===== config.mk =====
export PLATFORM = sky130hd
export DESIGN_NAME = rf_wb_queue_flat
export DESIGN_NICKNAME = d
export VERILOG_FILES = /design/src/rtl/rf_wb_queue_if.sv /design/src/rtl/rf_wb_queue.sv /design/src/flat_wrapper.sv
export SDC_FILE = /design/constraint.sdc
export NUM_CORES = 1
export LEC_CHECK = 0
export BUFFER_PORTS_ARGS = -buffer_cell sky130_fd_sc_hd__buf_2
export CAP_MARGIN = 40
export CORE_UTILIZATION = 61
export DETAILED_ROUTE_END_ITERATION = 7
export GPL_TIMING_DRIVEN = 0
export PLACE_DENSITY = 0.86
export SYNTH_ARGS = -nofsm -noshare
export SYNTH_HDL_FRONTEND = slang
export SYNTH_SLANG_ARGS = --single-unit

===== constraint.sdc =====
create_clock -name clk -period 10.27 [get_ports clk]
set_input_delay 2.054 -clock clk [delete_from_list [all_inputs] [get_ports clk]]
set_output_delay 2.054 -clock clk [all_outputs]
set_load 0.05 [all_outputs]

===== src/rtl/rf_wb_queue_if.sv =====
// Writeback queue bus: ALU/load requests, register-file write port, decode-stage hazard lookup.
// fwd_d1/fwd_d2 exist only when RF_WB_FWD_EN is defined.
interface rf_wb_queue_if;
  logic        alu_valid;
  logic [4:0]  alu_rd;
  logic [31:0] alu_data;
  logic        alu_ready;
  logic        mem_valid;
  logic [4:0]  mem_rd;
  logic [31:0] mem_data;
  logic        mem_ready;
  logic        write_e;
  logic [4:0]  rd;
  logic [31:0] write_d;
  logic [4:0]  reg_s1;
  logic [4:0]  reg_s2;
  logic        pend_s1;
  logic        pend_s2;
`ifdef RF_WB_FWD_EN
  logic [31:0] fwd_d1;
  logic [31:0] fwd_d2;

  modport master (
    output alu_valid, alu_rd, alu_data, mem_valid, mem_rd, mem_data, reg_s1, reg_s2,
    input  alu_ready, mem_ready, write_e, rd, write_d, pend_s1, pend_s2, fwd_d1, fwd_d2
  );
  modport slave (
    input  alu_valid, alu_rd, alu_data, mem_valid, mem_rd, mem_data, reg_s1, reg_s2,
    output alu_ready, mem_ready, write_e, rd, write_d, pend_s1, pend_s2, fwd_d1, fwd_d2
  );
`else
  modport master (
    output alu_valid, alu_rd, alu_data, mem_valid, mem_rd, mem_data, reg_s1, reg_s2,
    input  alu_ready, mem_ready, write_e, rd, write_d, pend_s1, pend_s2
  );
  modport slave (
    input  alu_valid, alu_rd, alu_data, mem_valid, mem_rd, mem_data, reg_s1, reg_s2,
    output alu_ready, mem_ready, write_e, rd, write_d, pend_s1, pend_s2
  );
`endif
endinterface


===== src/rtl/rf_wb_queue.sv =====
// Register-file writeback queue: mem-over-alu arbitration into a circular FIFO, one RF write per cycle.
// Optional forwarding of youngest pending data to decode under macro RF_WB_FWD_EN.
module rf_wb_queue #(
  parameter int DEPTH = 4
) (
  input logic         clk,
  input logic         rst,
  rf_wb_queue_if.slave bus
);
  localparam int PW = $clog2(DEPTH);
  localparam int CW = $clog2(DEPTH + 1);

  logic [4:0]    q_rd   [DEPTH];
  logic [31:0]   q_data [DEPTH];
  logic [PW-1:0] wr_ptr;
  logic [PW-1:0] rd_ptr;
  logic [CW-1:0] count;

  logic        full;
  logic        empty;
  logic        mem_acc;
  logic        alu_acc;
  logic [4:0]  in_rd;
  logic [31:0] in_data;
  logic        enq;
  logic        pop;

  assign full    = (count == CW'(DEPTH));
  assign empty   = (count == '0);
  assign mem_acc = bus.mem_valid && !full;
  assign alu_acc = bus.alu_valid && !full && !bus.mem_valid;
  assign in_rd   = mem_acc ? bus.mem_rd : bus.alu_rd;
  assign in_data = mem_acc ? bus.mem_data : bus.alu_data;
  // x0 writes complete their handshake but never occupy an entry
  assign enq     = (mem_acc || alu_acc) && (in_rd != 5'd0);
  assign pop     = !empty;

  assign bus.mem_ready = !full;
  assign bus.alu_ready = !full && !bus.mem_valid;
  assign bus.write_e   = !empty;
  assign bus.rd        = empty ? 5'd0 : q_rd[rd_ptr];
  assign bus.write_d   = empty ? 32'd0 : q_data[rd_ptr];

  always_ff @(posedge clk) begin
    if (enq) begin
      q_rd[wr_ptr]   <= in_rd;
      q_data[wr_ptr] <= in_data;
    end
  end

  always_ff @(posedge clk or posedge rst) begin
    if (rst) begin
      wr_ptr <= '0;
      rd_ptr <= '0;
      count  <= '0;
    end else begin
      if (enq) wr_ptr <= wr_ptr + 1'b1;
      if (pop) rd_ptr <= rd_ptr + 1'b1;
      count <= count + CW'(enq) - CW'(pop);
    end
  end

  logic          hit1;
  logic          hit2;
  logic [PW-1:0] idx;
`ifdef RF_WB_FWD_EN
  logic [31:0]   fwd1;
  logic [31:0]   fwd2;
`endif

  // Scan oldest to youngest so the last match is the youngest entry
  always_comb begin
    hit1 = 1'b0;
    hit2 = 1'b0;
    idx  = '0;
`ifdef RF_WB_FWD_EN
    fwd1 = 32'd0;
    fwd2 = 32'd0;
`endif
    for (int k = 0; k < DEPTH; k++) begin
      idx = rd_ptr + PW'(k);
      if (CW'(k) < count) begin
        if ((bus.reg_s1 != 5'd0) && (q_rd[idx] == bus.reg_s1)) begin
          hit1 = 1'b1;
`ifdef RF_WB_FWD_EN
          fwd1 = q_data[idx];
`endif
        end
        if ((bus.reg_s2 != 5'd0) && (q_rd[idx] == bus.reg_s2)) begin
          hit2 = 1'b1;
`ifdef RF_WB_FWD_EN
          fwd2 = q_data[idx];
`endif
        end
      end
    end
  end

  assign bus.pend_s1 = hit1;
  assign bus.pend_s2 = hit2;
`ifdef RF_WB_FWD_EN
  assign bus.fwd_d1  = fwd1;
  assign bus.fwd_d2  = fwd2;
`endif

endmodule


===== src/flat_wrapper.sv =====
// flat-port wrapper written by rule: the top's interface ports become plain ports
module rf_wb_queue_flat 
#(
  parameter int DEPTH = 4
)
  (clk, rst, bus_alu_valid, bus_alu_rd, bus_alu_data, bus_mem_valid, bus_mem_rd, bus_mem_data, bus_reg_s1, bus_reg_s2, bus_alu_ready, bus_mem_ready, bus_write_e, bus_rd, bus_write_d, bus_pend_s1, bus_pend_s2);
  rf_wb_queue_if bus_i ();
  input logic clk;
  input logic rst;
  input wire logic [$bits(bus_i.alu_valid)-1:0] bus_alu_valid;
  input wire logic [$bits(bus_i.alu_rd)-1:0] bus_alu_rd;
  input wire logic [$bits(bus_i.alu_data)-1:0] bus_alu_data;
  input wire logic [$bits(bus_i.mem_valid)-1:0] bus_mem_valid;
  input wire logic [$bits(bus_i.mem_rd)-1:0] bus_mem_rd;
  input wire logic [$bits(bus_i.mem_data)-1:0] bus_mem_data;
  input wire logic [$bits(bus_i.reg_s1)-1:0] bus_reg_s1;
  input wire logic [$bits(bus_i.reg_s2)-1:0] bus_reg_s2;
  output wire logic [$bits(bus_i.alu_ready)-1:0] bus_alu_ready;
  output wire logic [$bits(bus_i.mem_ready)-1:0] bus_mem_ready;
  output wire logic [$bits(bus_i.write_e)-1:0] bus_write_e;
  output wire logic [$bits(bus_i.rd)-1:0] bus_rd;
  output wire logic [$bits(bus_i.write_d)-1:0] bus_write_d;
  output wire logic [$bits(bus_i.pend_s1)-1:0] bus_pend_s1;
  output wire logic [$bits(bus_i.pend_s2)-1:0] bus_pend_s2;
  assign bus_i.alu_valid = bus_alu_valid;
  assign bus_i.alu_rd = bus_alu_rd;
  assign bus_i.alu_data = bus_alu_data;
  assign bus_i.mem_valid = bus_mem_valid;
  assign bus_i.mem_rd = bus_mem_rd;
  assign bus_i.mem_data = bus_mem_data;
  assign bus_i.reg_s1 = bus_reg_s1;
  assign bus_i.reg_s2 = bus_reg_s2;
  assign bus_alu_ready = bus_i.alu_ready;
  assign bus_mem_ready = bus_i.mem_ready;
  assign bus_write_e = bus_i.write_e;
  assign bus_rd = bus_i.rd;
  assign bus_write_d = bus_i.write_d;
  assign bus_pend_s1 = bus_i.pend_s1;
  assign bus_pend_s2 = bus_i.pend_s2;
  rf_wb_queue #(.DEPTH(DEPTH)) u_core (.clk(clk), .rst(rst), .bus(bus_i));
endmodule

==> results.md, run 1 <==
* Vias in the first global route at 4734
* TNS Setup at 0 ns
* Global placer's final weighted congestion at 0.906
* Worst path required time at 8.22 ns
* First-pass GRT wire length at 26.6 mm
* Fmax achieved at 0.181 GHz
* FF+latch count, synth at 155
* Vias per std cell at 6.20
* Crit-path max FO at 6
* Post-synth ARST share at 4.52%
* Synth warn at 0
* Detail Route Antenna Nets at 0
* PD cells at 378 nW/um^2
* Count leader, synth: edfxtp_1
* CP Capture Type: output pin
* Setup crit start: bus_reg_s1[1]
* Post-synthesis sequential area ratio at 61.9%
* Layout Nets at 670
* Dpl hpwl at 11.0 mm
* Layout Skew at 0.00911 ns
* Drt pass-1 iters at 5
* Layout cells sized above 1 at 43.4%
* Worst-skew pair later-pin latency at 0.43 ns
* Final worst path period share at 53.7%
* Die Span Y at 113 um
* Mapped cell area at 7460 um^2
* Max H-tree Level at 4
* Clk buf depth at 2
* Min-delay worst type: flop to flop
* DR vias at 4536
* Final Cell Area at 9010 um^2
* Largest net degree at the start of global routing at 27
* Synth top area share at 59.6%
* Post-synth EDFFs at 148
* Dpl cell area at 8360 um^2
* Routed wire per std cell at 23.5 um
* IO buf count at 119
* Standard-cell rows at 40
* WL final at 17.2 mm
* Avg Cell Area, Syn at 17.3 um^2
* Root buf cell: clkbuf_16
* Die Wd at 113 um
* Worst hold margin at 0.575 ns
* Slew Viols, Final at 0
* Grt total ovfl at 0
* Post-route DRC at 0
* Clk pin slew, worst setup/hold paths at 0.06 ns
* Number of DRC markers in iteration 0 at 372
* Final Non-Filler Cells at 732
* Post-synth top cells: edfxtp_1 (148), mux4_2 (48), and2_1 (37)
* Cell variety after synth at 34
* CTS tree: done
* Most used DFF post-synth: edfxtp_1
* Unrepaired setup endpoints after global routing: false
* Maximum VDD drop at 263 uV
* I/O pin total at 130
* Worst EP arrival at 3.46 ns
* Slew HR at 52.2%
* Syn Inst Count at 431
* Total die area at 12700 um^2
* Multi-input logic area at 2680 um^2
* Post-CTS Resized at 0
* Ranking of synthesized cells by area: edfxtp_1 (60%), mux4_2 (14%), mux2_2 (5.1%), xnor2_1 (3.5%), and2_1 (3.1%)
* Pre-CTS WS at 4.79 ns
* Post-Place Cells at 701
* Final-report setup violation count at 0
* Placeable Area at 12000 um^2
* Register area at 4620 um^2
* Hold Path Origin: u_core.wr_ptr[0]
* Syn-to-layout area delta at 20.8%
* Number of buffers created by CTS at 17
* Final Hold Viols at 0
* Postcts setup bufs at 0
* Worst r2r src: u_core.count[1]
* Syn nets at 528
* Worst slew pin tran at 0.715 ns
* Yosys top cell by area: edfxtp_1
* Period minus WS final at 5.51 ns
* Layout fillers at 616
* Post-route setup slack at 4.76 ns
* Status: finished clean
* Sink Count at 155
* Initial core utilization at 62.3%
* Max-cap viol count at 0
* All-Layer GR Usage at 29.1%
* Leakage at 3.30 nW
* Critical path class: input port to output pin
* Ant diodes at 0
* Initial antenna violation count at 0
* Cts hold-fix bufs at 0
* Startpoint types: input port
-- through the flow --
step,utilization (%),power (W)
5_1_grt,75.3,0.00354
6_report,75.3,0.00341
4_1_cts,75.3,0.00342
2_1_floorplan,-,0.00228
3_5_place_dp,69.9,0.00270
3_3_place_gp,68.9,0.00262
-- layer usage --
layer / part of all wire [%] / up-vias / track usage (%) / routed length (um)
li1: - / 1945 / - / -
met1: 38 / 2311 / 35.4 / 6480
met2: 54 / 256 / 51.9 / 9270
met3: 6.7 / 24 / 5.83 / 1150
met4: 1.8 / 0 / 10.0 / 307
met5: 0 / - / 0 / 0
-- cell type report --
type / count / area share, %
clock inverters: 14 / 2.43
plain buffers: 30 / 1.43
well taps: 147 / 2.04
repair buffers: 123 / 7.67
inverters: 15 / 0.625
multi-input cells: 231 / 29.8
clock buffers: 17 / 4.72
flip-flops and latches: 155 / 51.3
-- worst max-delay path, stage by stage --
cell	delay [ns]
buf_1	0.36
xor2_1	0.26
a31oi_1	0.13
o22a_1	0.25
a21oi_1	0.12
buf_2	0.27
-- where the power goes --
group          total, W  switching (W)  internal (W)
logic           0.00171        0.00111      0.000604
clock network  0.000684       0.000253      0.000432
registers       0.00101      0.0000711      0.000937
-- registers in the layout (all words and copies together), names as in the netlist --
| register | flops |
|---|---|
| u_core.wr_ptr | 2 |
| u_core.q_data | 128 |
| u_core.q_rd | 20 |
| u_core.rd_ptr | 2 |
| u_core.count | 3 |
-- cells by family (layout without fill, tap and decap cells) --
family          count (synthesis)  count (layout)  synth area share (%)
flops                         155             155                  61.9
compound gates                 10              10                  1.06
simple gates                   67              67                  5.40
mux                            98              98                  22.0
fa+ha+maj                       9               9                  1.61
buf+inv                        45             199                  2.48
xor+xnor                       47              47                  5.52
-- layout by cell type, fill, tap and decap left out, types with 4 or more instances in the layout --
cell type,n
edfxtp_1,148
buf_2,126
mux4_2,48
and2_1,37
mux2_2,34
xnor2_1,30
xor2_1,17
clkbuf_16,17
inv_1,14
mux2i_1,13
clkbuf_1,13
buf_1,9
ha_1,8
dfrtp_1,7
nor3_1,6
bufinv_16,5
nor2_4,4
nand4_1,4
-- final timing paths --
path | cells after the start | to | slack, ns
worst max-delay path | 6 | bus_pend_s1 | 4.76
worst min-delay path | 1 | u_core.wr_ptr[0] | 0.57
worst max register to register | 10 | u_core.count[2] | 6.82
worst min register to register | 1 | u_core.wr_ptr[0] | 0.57
max in group asynchronous | 2 | u_core.rd_ptr[0] | 8.47
min in group asynchronous | 2 | u_core.count[0] | 1.57
(Power assumes the default switching activity.)
==> run 2, diff against run 1 <==
--- a/config.mk
+++ b/config.mk
@@ -7,10 +7,10 @@
 export LEC_CHECK = 0
 export BUFFER_PORTS_ARGS = -buffer_cell sky130_fd_sc_hd__buf_2
 export CAP_MARGIN = 40
-export CORE_UTILIZATION = 61
+export CORE_UTILIZATION = 56
 export DETAILED_ROUTE_END_ITERATION = 7
 export GPL_TIMING_DRIVEN = 0
-export PLACE_DENSITY = 0.86
+export PLACE_DENSITY = 0.8
 export SYNTH_ARGS = -nofsm -noshare
 export SYNTH_HDL_FRONTEND = slang
 export SYNTH_SLANG_ARGS = --single-unit
==> constraint.sdc (replaced) <==
create_clock -name clk -period 5.55 [get_ports clk]
set_input_delay 1.11 -clock clk [delete_from_list [all_inputs] [get_ports clk]]
set_output_delay 1.11 -clock clk [all_outputs]
set_load 0.05 [all_outputs]
==> run 2 against run 1 <==
Compared with the run above:
- critical path type is now flop to output pin
- die area grew 8.8%
- non-clock buffer count unchanged
- combinational power up 83%
- global-route usage fell by 4.4 points
- first-iteration DRC count decreased by 20%
- via count shrank 3.9%
- design area stayed put
- flip-flop and latch count unchanged
- routed wire length down 6.6%
- worst hold slack worse by 0.0055 ns
- cell count is 3.4% higher
- count of clock-buffer cells in the layout stayed put
==> results.md, run 2 (synthesis results as in run 1) <==
* Number of buffers created by CTS at 17
* Vias per std cell at 5.76
* Post-CTS Resized at 0
* Grt total ovfl at 0
* Period minus WS final at 4.25 ns
* Final-report setup violation count at 0
* IO buf count at 119
* Unrepaired setup endpoints after global routing: false
* Layout cells sized above 1 at 43.4%
* CP Capture Type: output pin
* Worst path required time at 4.44 ns
* Post-route setup slack at 1.30 ns
* Maximum VDD drop at 464 uV
* Global placer's final weighted congestion at 0.964
* Clk buf depth at 2
* Worst-skew pair later-pin latency at 0.41 ns
* Placeable Area at 12800 um^2
* Layout Skew at 0.00974 ns
* All-Layer GR Usage at 24.7%
* Max H-tree Level at 4
* Standard-cell rows at 41
* Startpoint types: flop
* Critical path class: flop to output pin
* Largest net degree at the start of global routing at 20
* Cts hold-fix bufs at 0
* Commonest non-fill, non-tap cell in the layout: edfxtp_1
* Max-cap viol count at 0
* Commonest non-fill, non-tap cells in the layout: edfxtp_1 (148), buf_2 (126), mux4_2 (48)
* Vias in the first global route at 4643
* Status: finished clean
* Die Wd at 117 um
* DR vias at 4359
* Initial antenna violation count at 0
* Postcts setup bufs at 0
* Pre-CTS WS at 1.69 ns
* Sink Count at 155
* Crit-path max FO at 10
* Largest regs: u_core.q_data: 128 flops, u_core.q_rd: 20 flops, u_core.count: 3 flops
* Detail Route Antenna Nets at 0
* CTS tree: done
* Power after layout at 0.00616 W
* Leakage at 3.28 nW
* Total die area at 13800 um^2
* Most flop-heavy register: u_core.q_data
* Drt pass-1 iters at 5
* I/O pin total at 130
* Syn-to-layout area delta at 20.8%
* Worst slew pin tran at 0.748 ns
* PD cells at 683 nW/um^2
* TNS Setup at 0 ns
* Slew HR at 50.2%
* Dpl hpwl at 10.9 mm
* Ant diodes at 0
* Die Span Y at 117 um
* Root buf cell: clkbuf_16
* Clk pin slew, worst setup/hold paths at 0.06 ns
* First-pass GRT wire length at 25.2 mm
* Layout Nets at 670
* Final worst path period share at 76.5%
* WL final at 16.1 mm
* Slew Viols, Final at 0
* Min-delay worst type: flop to flop
* Post-route DRC at 0
* Fmax achieved at 0.235 GHz
* Worst EP arrival at 3.14 ns
* Max FFs per register at 128
* Initial core utilization at 58.1%
* Number of DRC markers in iteration 0 at 298
* Fin util at 70.2%
* Routed wire per std cell at 21.2 um
* Final Hold Viols at 0
==> run 2: cell types whose count changed in the layout (fill, tap and decap cells not counted) <==
cell	change
clkinvlp_4	+3
buf_12	-2
buf_16	+2
bufinv_16	-2
inv_6	-1
==> run 2: final cells by class <==
type                       instances  area, um^2
buffer                            30         129
clock buffer                      17         425
clock inverter                    14         173
fill                             819        3820
inverter                          15        56.3
multi-input combinational        231        2680
sequential                       155        4620
tap                              172         215
timing repair buffer             123         706
==> run 2: through the flow <==
step / cells / hold WS (ns) / cell area [um^2]
2_1_floorplan: 431 / 0.498 / 7460
3_3_place_gp: 722 / 0.512 / 8270
3_5_place_dp: 726 / 0.555 / 8410
4_1_cts: 757 / 0.568 / 9010
5_1_grt: 757 / 0.575 / 9010
6_report: 757 / 0.569 / 9010
==> run 2: metal layers <==
metal | track usage, % | routed length (um) | vias to the layer above
li1 | - | - | 1943
met2 | 42.9 | 8540 | 184
met1 | 30.9 | 6490 | 2213
met4 | 8.44 | 252 | 0
met3 | 4.82 | 791 | 19
met5 | 0 | 0 | -
==> run 2: final timing paths <==
check,from,cells after the start,end,slack (ns)
min in group asynchronous,rst,2,u_core.wr_ptr[1],0.65
max in group asynchronous,rst,2,u_core.wr_ptr[0],4.63
worst min register to register,u_core.wr_ptr[0],1,u_core.wr_ptr[0],0.57
worst min-delay path,u_core.wr_ptr[0],1,u_core.wr_ptr[0],0.57
worst max-delay path,u_core.rd_ptr[0],9,bus_pend_s2,1.30
worst max register to register,u_core.count[1],10,u_core.count[2],2.09
==> run 2: worst max-delay path: stages, from the launching register on <==
cell,delay [ns]
dfrtp_1,0.31
buf_2,0.24
buf_2,0.35
buf_2,0.36
mux4_2,0.40
xor2_1,0.17
nor4_1,0.31
a31oi_1,0.15
a21oi_1,0.15
buf_2,0.28
==> run 2: report_power, final <==
group | internal, W | switching (W) | total, W
clock network | 0.000707 | 0.000456 | 0.00116
registers | 0.00173 | 0.000128 | 0.00186
logic | 0.00113 | 0.00200 | 0.00313
total | 0.00357 | 0.00259 | 0.00616
==> run 3, diff against run 2 <==
--- a/config.mk
+++ b/config.mk
@@ -7,10 +7,10 @@
 export LEC_CHECK = 0
 export BUFFER_PORTS_ARGS = -buffer_cell sky130_fd_sc_hd__buf_2
 export CAP_MARGIN = 40
-export CORE_UTILIZATION = 56
+export CORE_UTILIZATION = 51
 export DETAILED_ROUTE_END_ITERATION = 7
 export GPL_TIMING_DRIVEN = 0
-export PLACE_DENSITY = 0.8
+export PLACE_DENSITY = 0.77
 export SYNTH_ARGS = -nofsm -noshare
 export SYNTH_HDL_FRONTEND = slang
 export SYNTH_SLANG_ARGS = --single-unit
==> constraint.sdc (replaced) <==
create_clock -name clk -period 3.8 [get_ports clk]
set_input_delay 0.76 -clock clk [delete_from_list [all_inputs] [get_ports clk]]
set_output_delay 0.76 -clock clk [all_outputs]
set_load 0.05 [all_outputs]
==> run 3 against run 2 <==
Compared with the run above:
- flip-flop and latch count is the same
- sequential power is 45% higher
- largest power group unchanged
- sequential share of layout area increased by 0.16 points
- global-route usage fell by 2.8 points
- power up 44%
- critical path type unchanged
- core utilization down 6.5 points
- worst setup slack got worse by 1.1 ns
- critical path depth is the same
- routed wire length shrank 4.1%
==> results.md, run 3 (synthesis results as in run 1) <==
* Worst hold margin at 0.289 ns
* Worst-skew pair later-pin latency at 0.41 ns
* Crit-path max cell delay at 0.38 ns
* Ant diodes at 0
* Clock Power Share at 18.3%
* I/O pin total at 130
* Vias per std cell at 5.57
* Critical path's top delay family: buffers and inverters
* Vias in the first global route at 4535
* Fmax achieved at 0.278 GHz
* Drt pass-1 iters at 4
* Critical path class: flop to output pin
* Worst path bufs/invs at 4
* Pre-CTS WS at 0.307 ns
* Min-delay worst type: input port to asynchronous set/reset pin
* Fin util at 63.7%
* Maximum VDD drop at 476 uV
* Worst EP arrival at 2.84 ns
* DR vias at 4258
* Grt total ovfl at 0
* Commonest non-fill, non-tap cells in the layout: edfxtp_1 (148), buf_2 (125), mux4_2 (48)
* Unrepaired setup endpoints after global routing: false
* Register share of total power at 30.4%
* Layout Skew at 0.00534 ns
* TNS Setup at 0 ns
* Syn-to-layout area delta at 20.4%
* Slew HR at 42.9%
* Largest regs: u_core.q_data: 128 flops, u_core.q_rd: 20 flops, u_core.count: 3 flops
* Total die area at 15100 um^2
* Die Wd at 123 um
* Status: finished clean
* WL final at 15.4 mm
* First-pass GRT wire length at 23.6 mm
* Crit-path max FO at 10
* Sw Pwr at 0.00370 W
* Sink Count at 155
* Worst slew pin tran at 0.854 ns
* Routed wire per std cell at 20.2 um
* Slew Viols, Final at 0
* Dpl hpwl at 10.6 mm
* Max-cap viol count at 0
* Initial antenna violation count at 0
* Leakage at 3.27 nW
* Max FFs per register at 128
* Number of buffers created by CTS at 17
* CP max-delay cell: mux4_2
* Post-route DRC at 0
* Final-report setup violation count at 0
* Largest net degree at the start of global routing at 24
* Int Pwr at 0.00519 W
* Die Span Y at 123 um
* Final worst path period share at 94.6%
* Post-route setup slack at 0.204 ns
* Max H-tree Level at 4
* Logic pwr share at 51.4%
* Number of DRC markers in iteration 0 at 192
* Cell chain of the critical path: buf_2 -> buf_6 -> buf_4 -> mux4_2 -> xor2_1 -> nor4_1 -> a31oi_1 -> a21oi_1 -> buf_2
* Global placer's final weighted congestion at 0.908
* Final Hold Viols at 0
* Most flop-heavy register: u_core.q_data
* Switching share of power at 41.7%
* Standard-cell rows at 43
* Detail Route Antenna Nets at 0
* Layout Nets at 670
* CP Capture Type: output pin
* Initial core utilization at 52.9%
* Clk pin slew, worst setup/hold paths at 0.06 ns
* Startpoint types: flop
* Worst path required time at 3.04 ns
* IO buf count at 119
* Clk buf depth at 2
* CTS tree: done
* Layout cells sized above 1 at 42.6%
* Cts hold-fix bufs at 0
* Slack of the worst reg-to-reg path at 0.34 ns
* All-Layer GR Usage at 21.9%
* Commonest non-fill, non-tap cell in the layout: edfxtp_1
* Root buf cell: clkbuf_16
* Placeable Area at 14100 um^2
* PD cells at 990 nW/um^2
* Most frequent CP cell: buf_2
* Period minus WS final at 3.60 ns
-- run 3: cell count changes in the layout (fill, tap and decap cells not counted), sizes merged --
| cell | previous run | this run |
|---|---|---|
| buf | 140 | 139 |
| clkbuf | 30 | 32 |
| clkinv | 5 | 7 |
| clkinvlp | 4 | 2 |
| inv | 17 | 15 |
-- run 3: metal layers --
metal | global-route usage [%] | up-vias | routed length [um]
met4 | 8.31 | 0 | 257
li1 | - | 1948 | -
met5 | 0 | - | 0
met2 | 36.9 | 148 | 7730
met1 | 27.5 | 2141 | 6440
met3 | 5.35 | 21 | 991
-- run 3: final cells by class --
class                      count  area (um^2)
timing repair buffer         123          691
clock inverter                12          131
buffer                        30          144
tap                          180          225
clock buffer                  18          429
sequential                   155         4620
multi-input combinational    231         2680
inverter                      15         56.3
fill                        1001         5120
-- run 3: worst paths after layout --
check,start,endpoint,cells after the start
min in group clk,u_core.wr_ptr[0],u_core.wr_ptr[0],1
setup reg to reg,u_core.count[1],u_core.count[2],10
hold / removal,rst,u_core.count[0],2
hold reg to reg,u_core.wr_ptr[0],u_core.wr_ptr[0],1
max in group asynchronous,rst,u_core.rd_ptr[0],2
setup / recovery,u_core.rd_ptr[0],bus_pend_s2,9
-- run 3: metrics by stage --
step	power, W	std cells	area [um^2]
floorplan	0.00616	431	7460
global placement	0.00711	730	8280
detailed placement	0.00730	734	8400
CTS	0.00896	764	8970
global route	0.00929	764	8980
finish	0.00889	764	8980
-- run 3: timing repair --
item,CTS,global route
resized for setup,5,2
buffers inserted,0,0
endpoints found under the setup margin,31,2
-- run 3: power groups by stage --
stage | Combinational [W] | Clock, W | Sequential [W]
2_1_floorplan | 0.00347 | 0 | 0.00269
3_3_place_gp | 0.00438 | 0 | 0.00273
3_5_place_dp | 0.00457 | 0 | 0.00273
4_1_cts | 0.00461 | 0.00164 | 0.00270
5_1_grt | 0.00485 | 0.00171 | 0.00274
6_report | 0.00456 | 0.00163 | 0.00270
